<file path="src/rtl/mqs_axi4_pkg.sv">
// Shared types for the AXI4 outstanding-transaction limiter: quiesce FSM
// states and the width of the outstanding counters.
package mqs_axi4_pkg;

    localparam int OT_CNT_WIDTH = 8;

    typedef logic [OT_CNT_WIDTH-1:0] ot_cnt_t;

    typedef enum logic [1:0] {
        ST_RUN      = 2'd0,
        ST_DRAIN    = 2'd1,
        ST_QUIESCED = 2'd2
    } ot_state_e;

    function automatic ot_cnt_t ot_limit(input int max_ot);
        return ot_cnt_t'(max_ot);
    endfunction

endpackage

</file>
<file path="src/rtl/mqs_ot_counter.sv">
// Outstanding-transaction counter: up on issue, down on completion,
// simultaneous inc/dec cancel, sticky underflow flag on a decrement at zero.
module mqs_ot_counter
    import mqs_axi4_pkg::*;
(
    input  logic    clk,
    input  logic    rst_n,
    input  logic    inc,
    input  logic    dec,
    input  ot_cnt_t max,
    output ot_cnt_t count,
    output logic    at_max,
    output logic    underflow
);

    ot_cnt_t count_reg;
    ot_cnt_t count_next;
    logic    underflow_reg;
    logic    underflow_next;

    always_comb begin
        count_next     = count_reg;
        underflow_next = underflow_reg;
        if (inc && !dec) begin
            // The issue-side gate keeps us below max; the check is a backstop only.
            if (count_reg < max) count_next = count_reg + ot_cnt_t'(1);
        end else if (dec && !inc) begin
            if (count_reg == '0) underflow_next = 1'b1;
            else                 count_next     = count_reg - ot_cnt_t'(1);
        end
    end

    always_ff @(posedge clk or negedge rst_n) begin
        if (!rst_n) begin
            count_reg     <= '0;
            underflow_reg <= 1'b0;
        end else begin
            count_reg     <= count_next;
            underflow_reg <= underflow_next;
        end
    end

    assign count     = count_reg;
    assign at_max    = (count_reg >= max);
    assign underflow = underflow_reg;

endmodule

</file>
<file path="src/rtl/mqs_axi4_ot_limiter.sv">
// AXI4 pass-through that caps outstanding writes/reads and can drain to a
// quiesced state; all payloads and the W/B/R channels are combinational.
module mqs_axi4_ot_limiter
    import mqs_axi4_pkg::*;
#(
    parameter int ADDR_WIDTH = 64,
    parameter int DATA_WIDTH = 64,
    parameter int ID_WIDTH   = 8,
    parameter int USER_WIDTH = 1,
    parameter int MAX_WR_OT  = 8,
    parameter int MAX_RD_OT  = 8
) (
    input  logic                    ACLK,
    input  logic                    ARESETn,
    // upstream AW
    input  logic [ID_WIDTH-1:0]     mst_AWID,
    input  logic [ADDR_WIDTH-1:0]   mst_AWADDR,
    input  logic [7:0]              mst_AWLEN,
    input  logic [2:0]              mst_AWSIZE,
    input  logic [1:0]              mst_AWBURST,
    input  logic                    mst_AWLOCK,
    input  logic [3:0]              mst_AWCACHE,
    input  logic [2:0]              mst_AWPROT,
    input  logic [3:0]              mst_AWQOS,
    input  logic [3:0]              mst_AWREGION,
    input  logic [USER_WIDTH-1:0]   mst_AWUSER,
    input  logic                    mst_AWVALID,
    output logic                    mst_AWREADY,
    // upstream W
    input  logic [DATA_WIDTH-1:0]   mst_WDATA,
    input  logic [DATA_WIDTH/8-1:0] mst_WSTRB,
    input  logic                    mst_WLAST,
    input  logic [USER_WIDTH-1:0]   mst_WUSER,
    input  logic                    mst_WVALID,
    output logic                    mst_WREADY,
    // upstream B
    output logic [ID_WIDTH-1:0]     mst_BID,
    output logic [1:0]              mst_BRESP,
    output logic [USER_WIDTH-1:0]   mst_BUSER,
    output logic                    mst_BVALID,
    input  logic                    mst_BREADY,
    // upstream AR
    input  logic [ID_WIDTH-1:0]     mst_ARID,
    input  logic [ADDR_WIDTH-1:0]   mst_ARADDR,
    input  logic [7:0]              mst_ARLEN,
    input  logic [2:0]              mst_ARSIZE,
    input  logic [1:0]              mst_ARBURST,
    input  logic                    mst_ARLOCK,
    input  logic [3:0]              mst_ARCACHE,
    input  logic [2:0]              mst_ARPROT,
    input  logic [3:0]              mst_ARQOS,
    input  logic [3:0]              mst_ARREGION,
    input  logic [USER_WIDTH-1:0]   mst_ARUSER,
    input  logic                    mst_ARVALID,
    output logic                    mst_ARREADY,
    // upstream R
    output logic [ID_WIDTH-1:0]     mst_RID,
    output logic [DATA_WIDTH-1:0]   mst_RDATA,
    output logic [1:0]              mst_RRESP,
    output logic                    mst_RLAST,
    output logic [USER_WIDTH-1:0]   mst_RUSER,
    output logic                    mst_RVALID,
    input  logic                    mst_RREADY,
    // downstream AW
    output logic [ID_WIDTH-1:0]     slv_AWID,
    output logic [ADDR_WIDTH-1:0]   slv_AWADDR,
    output logic [7:0]              slv_AWLEN,
    output logic [2:0]              slv_AWSIZE,
    output logic [1:0]              slv_AWBURST,
    output logic                    slv_AWLOCK,
    output logic [3:0]              slv_AWCACHE,
    output logic [2:0]              slv_AWPROT,
    output logic [3:0]              slv_AWQOS,
    output logic [3:0]              slv_AWREGION,
    output logic [USER_WIDTH-1:0]   slv_AWUSER,
    output logic                    slv_AWVALID,
    input  logic                    slv_AWREADY,
    // downstream W
    output logic [DATA_WIDTH-1:0]   slv_WDATA,
    output logic [DATA_WIDTH/8-1:0] slv_WSTRB,
    output logic                    slv_WLAST,
    output logic [USER_WIDTH-1:0]   slv_WUSER,
    output logic                    slv_WVALID,
    input  logic                    slv_WREADY,
    // downstream B
    input  logic [ID_WIDTH-1:0]     slv_BID,
    input  logic [1:0]              slv_BRESP,
    input  logic [USER_WIDTH-1:0]   slv_BUSER,
    input  logic                    slv_BVALID,
    output logic                    slv_BREADY,
    // downstream AR
    output logic [ID_WIDTH-1:0]     slv_ARID,
    output logic [ADDR_WIDTH-1:0]   slv_ARADDR,
    output logic [7:0]              slv_ARLEN,
    output logic [2:0]              slv_ARSIZE,
    output logic [1:0]              slv_ARBURST,
    output logic                    slv_ARLOCK,
    output logic [3:0]              slv_ARCACHE,
    output logic [2:0]              slv_ARPROT,
    output logic [3:0]              slv_ARQOS,
    output logic [3:0]              slv_ARREGION,
    output logic [USER_WIDTH-1:0]   slv_ARUSER,
    output logic                    slv_ARVALID,
    input  logic                    slv_ARREADY,
    // downstream R
    input  logic [ID_WIDTH-1:0]     slv_RID,
    input  logic [DATA_WIDTH-1:0]   slv_RDATA,
    input  logic [1:0]              slv_RRESP,
    input  logic                    slv_RLAST,
    input  logic [USER_WIDTH-1:0]   slv_RUSER,
    input  logic                    slv_RVALID,
    output logic                    slv_RREADY,
    // control / status
    input  logic                    quiesce_req,
    output logic                    quiesce_ack,
    output logic [7:0]              wr_ot_cnt,
    output logic [7:0]              rd_ot_cnt,
    output logic [1:0]              err_underflow
);

    ot_state_e state_reg;
    ot_state_e state_next;
    logic      quiesce_ack_reg;
    logic      aw_held_reg;
    logic      aw_held_next;
    logic      ar_held_reg;
    logic      ar_held_next;
    logic      aw_allow;
    logic      ar_allow;
    logic      drained;

    // Index 0 tracks writes, index 1 tracks reads.
    logic [1:0] ot_inc;
    logic [1:0] ot_dec;
    logic [1:0] ot_at_max;
    logic [1:0] ot_underflow;
    ot_cnt_t    ot_count [2];
    ot_cnt_t    ot_max_val [2];

    assign slv_AWID     = mst_AWID;
    assign slv_AWADDR   = mst_AWADDR;
    assign slv_AWLEN    = mst_AWLEN;
    assign slv_AWSIZE   = mst_AWSIZE;
    assign slv_AWBURST  = mst_AWBURST;
    assign slv_AWLOCK   = mst_AWLOCK;
    assign slv_AWCACHE  = mst_AWCACHE;
    assign slv_AWPROT   = mst_AWPROT;
    assign slv_AWQOS    = mst_AWQOS;
    assign slv_AWREGION = mst_AWREGION;
    assign slv_AWUSER   = mst_AWUSER;

    assign slv_ARID     = mst_ARID;
    assign slv_ARADDR   = mst_ARADDR;
    assign slv_ARLEN    = mst_ARLEN;
    assign slv_ARSIZE   = mst_ARSIZE;
    assign slv_ARBURST  = mst_ARBURST;
    assign slv_ARLOCK   = mst_ARLOCK;
    assign slv_ARCACHE  = mst_ARCACHE;
    assign slv_ARPROT   = mst_ARPROT;
    assign slv_ARQOS    = mst_ARQOS;
    assign slv_ARREGION = mst_ARREGION;
    assign slv_ARUSER   = mst_ARUSER;

    assign slv_WDATA    = mst_WDATA;
    assign slv_WSTRB    = mst_WSTRB;
    assign slv_WLAST    = mst_WLAST;
    assign slv_WUSER    = mst_WUSER;
    assign slv_WVALID   = mst_WVALID;
    assign mst_WREADY   = slv_WREADY;

    assign mst_BID      = slv_BID;
    assign mst_BRESP    = slv_BRESP;
    assign mst_BUSER    = slv_BUSER;
    assign mst_BVALID   = slv_BVALID;
    assign slv_BREADY   = mst_BREADY;

    assign mst_RID      = slv_RID;
    assign mst_RDATA    = slv_RDATA;
    assign mst_RRESP    = slv_RRESP;
    assign mst_RLAST    = slv_RLAST;
    assign mst_RUSER    = slv_RUSER;
    assign mst_RVALID   = slv_RVALID;
    assign slv_RREADY   = mst_RREADY;

    // A request already presented downstream stays allowed until it handshakes.
    assign aw_allow    = aw_held_reg | (!ot_at_max[0] && state_reg == ST_RUN);
    assign ar_allow    = ar_held_reg | (!ot_at_max[1] && state_reg == ST_RUN);
    assign slv_AWVALID = mst_AWVALID & aw_allow;
    assign mst_AWREADY = slv_AWREADY & aw_allow;
    assign slv_ARVALID = mst_ARVALID & ar_allow;
    assign mst_ARREADY = slv_ARREADY & ar_allow;

    assign aw_held_next = slv_AWVALID ? !slv_AWREADY : aw_held_reg;
    assign ar_held_next = slv_ARVALID ? !slv_ARREADY : ar_held_reg;

    assign ot_inc[0]     = slv_AWVALID & slv_AWREADY;
    assign ot_dec[0]     = slv_BVALID & mst_BREADY;
    assign ot_inc[1]     = slv_ARVALID & slv_ARREADY;
    assign ot_dec[1]     = slv_RVALID & mst_RREADY & slv_RLAST;
    assign ot_max_val[0] = ot_limit(MAX_WR_OT);
    assign ot_max_val[1] = ot_limit(MAX_RD_OT);

    genvar gi;
    generate
        for (gi = 0; gi < 2; gi++) begin : g_ot
            mqs_ot_counter u_ot_counter (
                .clk       (ACLK),
                .rst_n     (ARESETn),
                .inc       (ot_inc[gi]),
                .dec       (ot_dec[gi]),
                .max       (ot_max_val[gi]),
                .count     (ot_count[gi]),
                .at_max    (ot_at_max[gi]),
                .underflow (ot_underflow[gi])
            );
        end
    endgenerate

    assign drained = (ot_count[0] == '0) && (ot_count[1] == '0) &&
                     !aw_held_reg && !ar_held_reg;

    always_comb begin
        state_next = state_reg;
        unique case (state_reg)
            ST_RUN:      if (quiesce_req) state_next = ST_DRAIN;
            ST_DRAIN: begin
                if (!quiesce_req) state_next = ST_RUN;
                else if (drained) state_next = ST_QUIESCED;
            end
            ST_QUIESCED: if (!quiesce_req) state_next = ST_RUN;
            default:     state_next = ST_RUN;
        endcase
    end

    always_ff @(posedge ACLK or negedge ARESETn) begin
        if (!ARESETn) begin
            state_reg       <= ST_RUN;
            quiesce_ack_reg <= 1'b0;
            aw_held_reg     <= 1'b0;
            ar_held_reg     <= 1'b0;
        end else begin
            state_reg       <= state_next;
            quiesce_ack_reg <= (state_next == ST_QUIESCED);
            aw_held_reg     <= aw_held_next;
            ar_held_reg     <= ar_held_next;
        end
    end

    assign quiesce_ack   = quiesce_ack_reg;
    assign wr_ot_cnt     = ot_count[0];
    assign rd_ot_cnt     = ot_count[1];
    assign err_underflow = ot_underflow;

endmodule

</file>
<file path="config.mk">
export PLATFORM = sky130hd
export DESIGN_NAME = mqs_axi4_ot_limiter
export DESIGN_NICKNAME = d
export VERILOG_FILES = /design/src/rtl/mqs_axi4_pkg.sv /design/src/rtl/mqs_ot_counter.sv /design/src/rtl/mqs_axi4_ot_limiter.sv
export SDC_FILE = /design/constraint.sdc
export NUM_CORES = 1
export LEC_CHECK = 0
export CORE_AREA = 2 2 296 298
export CTS_CLUSTER_DIAMETER = 50
export DETAILED_ROUTE_END_ITERATION = 8
export DIE_AREA = 0 0 298 300
export PLACE_DENSITY_LB_ADDON = 0.12
export SETUP_SLACK_MARGIN = 0.2
export SYNTH_ARGS = -nofsm -noshare
export SYNTH_HDL_FRONTEND = slang
export SYNTH_HIERARCHICAL = 1
export SYNTH_SLANG_ARGS = --single-unit
</file>
<file path="constraint.sdc">
create_clock -name ACLK -period 5.2 [get_ports ACLK]
set_clock_uncertainty 0.15 [all_clocks]
set_input_delay 1.04 -clock ACLK [delete_from_list [all_inputs] [get_ports ACLK]]
set_output_delay 1.04 -clock ACLK [all_outputs]
set_load 0.02 [all_outputs]
</file>
==> impl_metrics.py <==
metrics = {
    "layout": {
        "antennaDiodeCount": 0,
        "largest_reg_flops": 16,
        "drive_gt1_frac": 0.1575,
        "nets": 705,
        "fillers": 10290,
        "areaGrowthSynthToFinish_pct": -14.73,
    },
    "job": {
        "drv_cap": 0,
    },
    "clock_network": {
        "clk_pin_slew_ns": 0.08,
        "cts_tree": "built",
        "post_cts_resize_count": 0,
        "cts.sinks": 23,
        "cts_buffers": 3,
        "root_buffer": "clkbuf_16",
        "htree_num_levels": 1,
        "post_cts_buffers": 0,
        "cts.hold.buffers_added": 0,
        "clockBufferDepth": 2,
        "clk_latency_ns": 0.28,
    },
    "routing": {
        "dr.pass1.iters": 4,
        "dr_total_vias": 2420,
        "drt_iter0_markers": 95,
        "drc": 0,
        "wl_per_cell_um": 12.34,
        "routed_via_density": 1.672,
        "ant_nets": 0,
        "drt-total-wl_um": 17850,
    },
    "global_routing": {
        "grt_antenna_before_repair": 0,
        "grt_usage": 0.03826,
        "grt_max_degree": 24,
        "grt_overflow": 0,
        "grt_pass1_wl_um": 23380,
        "grt_pass1_vias": 2700,
    },
    "hold_path": {
        "hp-class": "reg -> reg",
    },
    "timing": {
        "finalHoldViolations": 0,
        "final.setup.tns_ns": 0,
        "period_needed_ns": 4.518,
        "setup_viol": 0,
        "min_period_over_period": 0.8688,
        "drv_slew": 0,
        "rsz0062_at_grt": "false",
        "timing.fmax_mhz": 221.4,
    },
    "critical_path": {
        "cp_max_fo": 9,
        "worst_ep_arrival_time_ns": 4.57,
        "reg2reg_slack_ns": 0.68,
        "worstSetupPathType": "reg -> reg",
        "startpoint_type": "register",
        "cp.required_ns": 5.25,
        "endpoint_kind": "register",
    },
    "floorplan": {
        "io_pins": 772,
        "dieArea_um2": 89400,
        "die_w_um": 298,
        "dieHeight_um": 300,
        "core_area_um2": 86210,
        "rows": 108,
        "start_util": 0.05783,
    },
    "placement": {
        "io_buffers": 39,
        "globalplace.congestion": 0.6127,
        "dp_hpwl_um": 14830,
    },
    "synth": {
        "syn_inst": 595,
        "synthAdderAreaFrac": 0.08833,
        "async_flop_share": 1.000,
        "syn-cell-area_um2": 4986,
        "synth_edf_count": 0,
        "yosys.area_share.simple": 0.07277,
        "synthFlopType": "dfrtp_1",
        "synth_compound_area_frac": 0.08582,
        "ys_seq_area_frac": 0.1154,
        "synthMuxAreaShare": 0.03614,
        "synth_top_family_by_area": "buffers and inverters",
        "synthXorXnorAreaFrac": 0.02108,
        "post_synth.cell_area_avg_um2": 8.380,
        "ys_ff_latch": 23,
        "synth_warnings": 6,
        "ys_types": 42,
    },
    "power_and_ir_drop": {
        "p_per_area_nw_per_um2": 457.5,
        "p_leak_nw": 1.231,
        "power.total_mw": 1.945,
        "peakVddDrop_mv": 0.09597,
    },
    "status": {
        "status": "completed",
    },
}
[worst paths after layout]
check / startpoint / endpoint / cells after the start
worst max-delay path: g_ot[0].u_ot_counter/count[1] / g_ot[0].u_ot_counter/count[7] / 16
worst min-delay path: g_ot[0].u_ot_counter/underflow / g_ot[0].u_ot_counter/underflow / 1
worst max register to register: g_ot[0].u_ot_counter/count[1] / g_ot[0].u_ot_counter/count[7] / 16
worst min register to register: g_ot[0].u_ot_counter/underflow / g_ot[0].u_ot_counter/underflow / 1
max in group asynchronous: ARESETn / g_ot[1].u_ot_counter/underflow / 2
min in group asynchronous: ARESETn / g_ot[0].u_ot_counter/count[4] / 2
[power breakdown]
part / internal (mW) / leakage [nW] / switching, mW
clock network: 0.105 / 0.0409 / 0.0927
registers: 0.258 / 0.277 / 0.113
logic: 0.643 / 0.914 / 0.733
total: 1.01 / 1.23 / 0.939
[cells by family (layout without fill, tap and decap cells)]
logic type	Yosys count	count (layout)
buf+inv	398	81
compound gates	57	57
simple gates	57	57
fa+ha+maj	34	34
flops	23	23
xor+xnor	12	12
mux	12	12
other cells	2	16
[per-layer routing]
layer,vias up,GRT usage,share of wire
met4,0,0.03577,0.10
met1,1003,0.03513,0.33
li1,939,-,-
met3,150,0.03577,0.18
met2,328,0.04928,0.39
met5,-,0,0
[placed cells by master, fill, tap and decap left out, drive strengths merged, types with 9 or more instances in the layout]
cell,n
nand4,9
a21oi,22
conb,16
inv,27
nor2,10
dfrtp,23
nand2,10
mux2,12
clkdlybuf4s50,39
ha,32
buf,11
[critical path, cell delays in order, from the launching register on]
cell,delay [ns]
dfrtp_1,0.56
ha_1,0.31
nor2b_1,0.13
o211ai_1,0.29
a31oi_1,0.14
or2_1,0.27
nor3_1,0.28
o21a_1,0.21
and2_1,0.19
ha_1,0.24
inv_1,0.21
ha_1,0.39
nand2_1,0.10
o311ai_2,0.39
nand4_1,0.17
a31o_1,0.23
o211ai_1,0.16
[cells in the mapped netlist, types with 3 or more instances]
| master | instances | area, µm² |
|---|---|---|
| xnor2_1 | 8 | 70.07 |
| nand4_1 | 9 | 56.30 |
| o21ai_0 | 4 | 20.02 |
| nor2_1 | 8 | 30.03 |
| ha_1 | 32 | 400.4 |
| a21o_1 | 4 | 30.03 |
| nand2_1 | 10 | 37.54 |
| dfrtp_1 | 23 | 575.6 |
| nor3_1 | 3 | 15.01 |
| buf_4 | 371 | 2785 |
| xor2_1 | 4 | 35.03 |
| a21oi_1 | 20 | 100.1 |
| inv_1 | 27 | 101.4 |
| o211ai_1 | 8 | 60.06 |
| and2_1 | 3 | 18.77 |
| mux2_4 | 12 | 180.2 |
| nor2b_1 | 4 | 25.02 |
[area by class of cell]
cell class,count,area [µm²],area share
flip-flops and latches,23,575.6,0.1354
clock buffers,3,75.07,0.01766
clock inverters,1,5.005,0.001177
multi-input cells,188,1577,0.3708
inverters,27,101.3,0.02384
repair buffers,50,473.0,0.1112
well taps,1155,1445,0.3399
[per-stage QoR]
| step | std cells | worst slack [ns] | cell area (µm²) | utilization | hold WS, ns |
|---|---|---|---|---|---|
| 2_1_floorplan | 609 | 1.141 | 5039 | - | 0.3322 |
| 3_3_place_gp | 1443 | 0.6902 | 4172 | 0.04839 | 0.3027 |
| 3_5_place_dp | 1443 | 0.6352 | 4172 | 0.04839 | 0.3061 |
| 4_1_cts | 1447 | 0.5631 | 4252 | 0.04932 | 0.3265 |
| 5_1_grt | 1447 | 0.2389 | 4252 | 0.04932 | 0.3414 |
| 6_report | 1447 | 0.6824 | 4252 | 0.04932 | 0.3129 |
(Power assumes the default switching activity.)
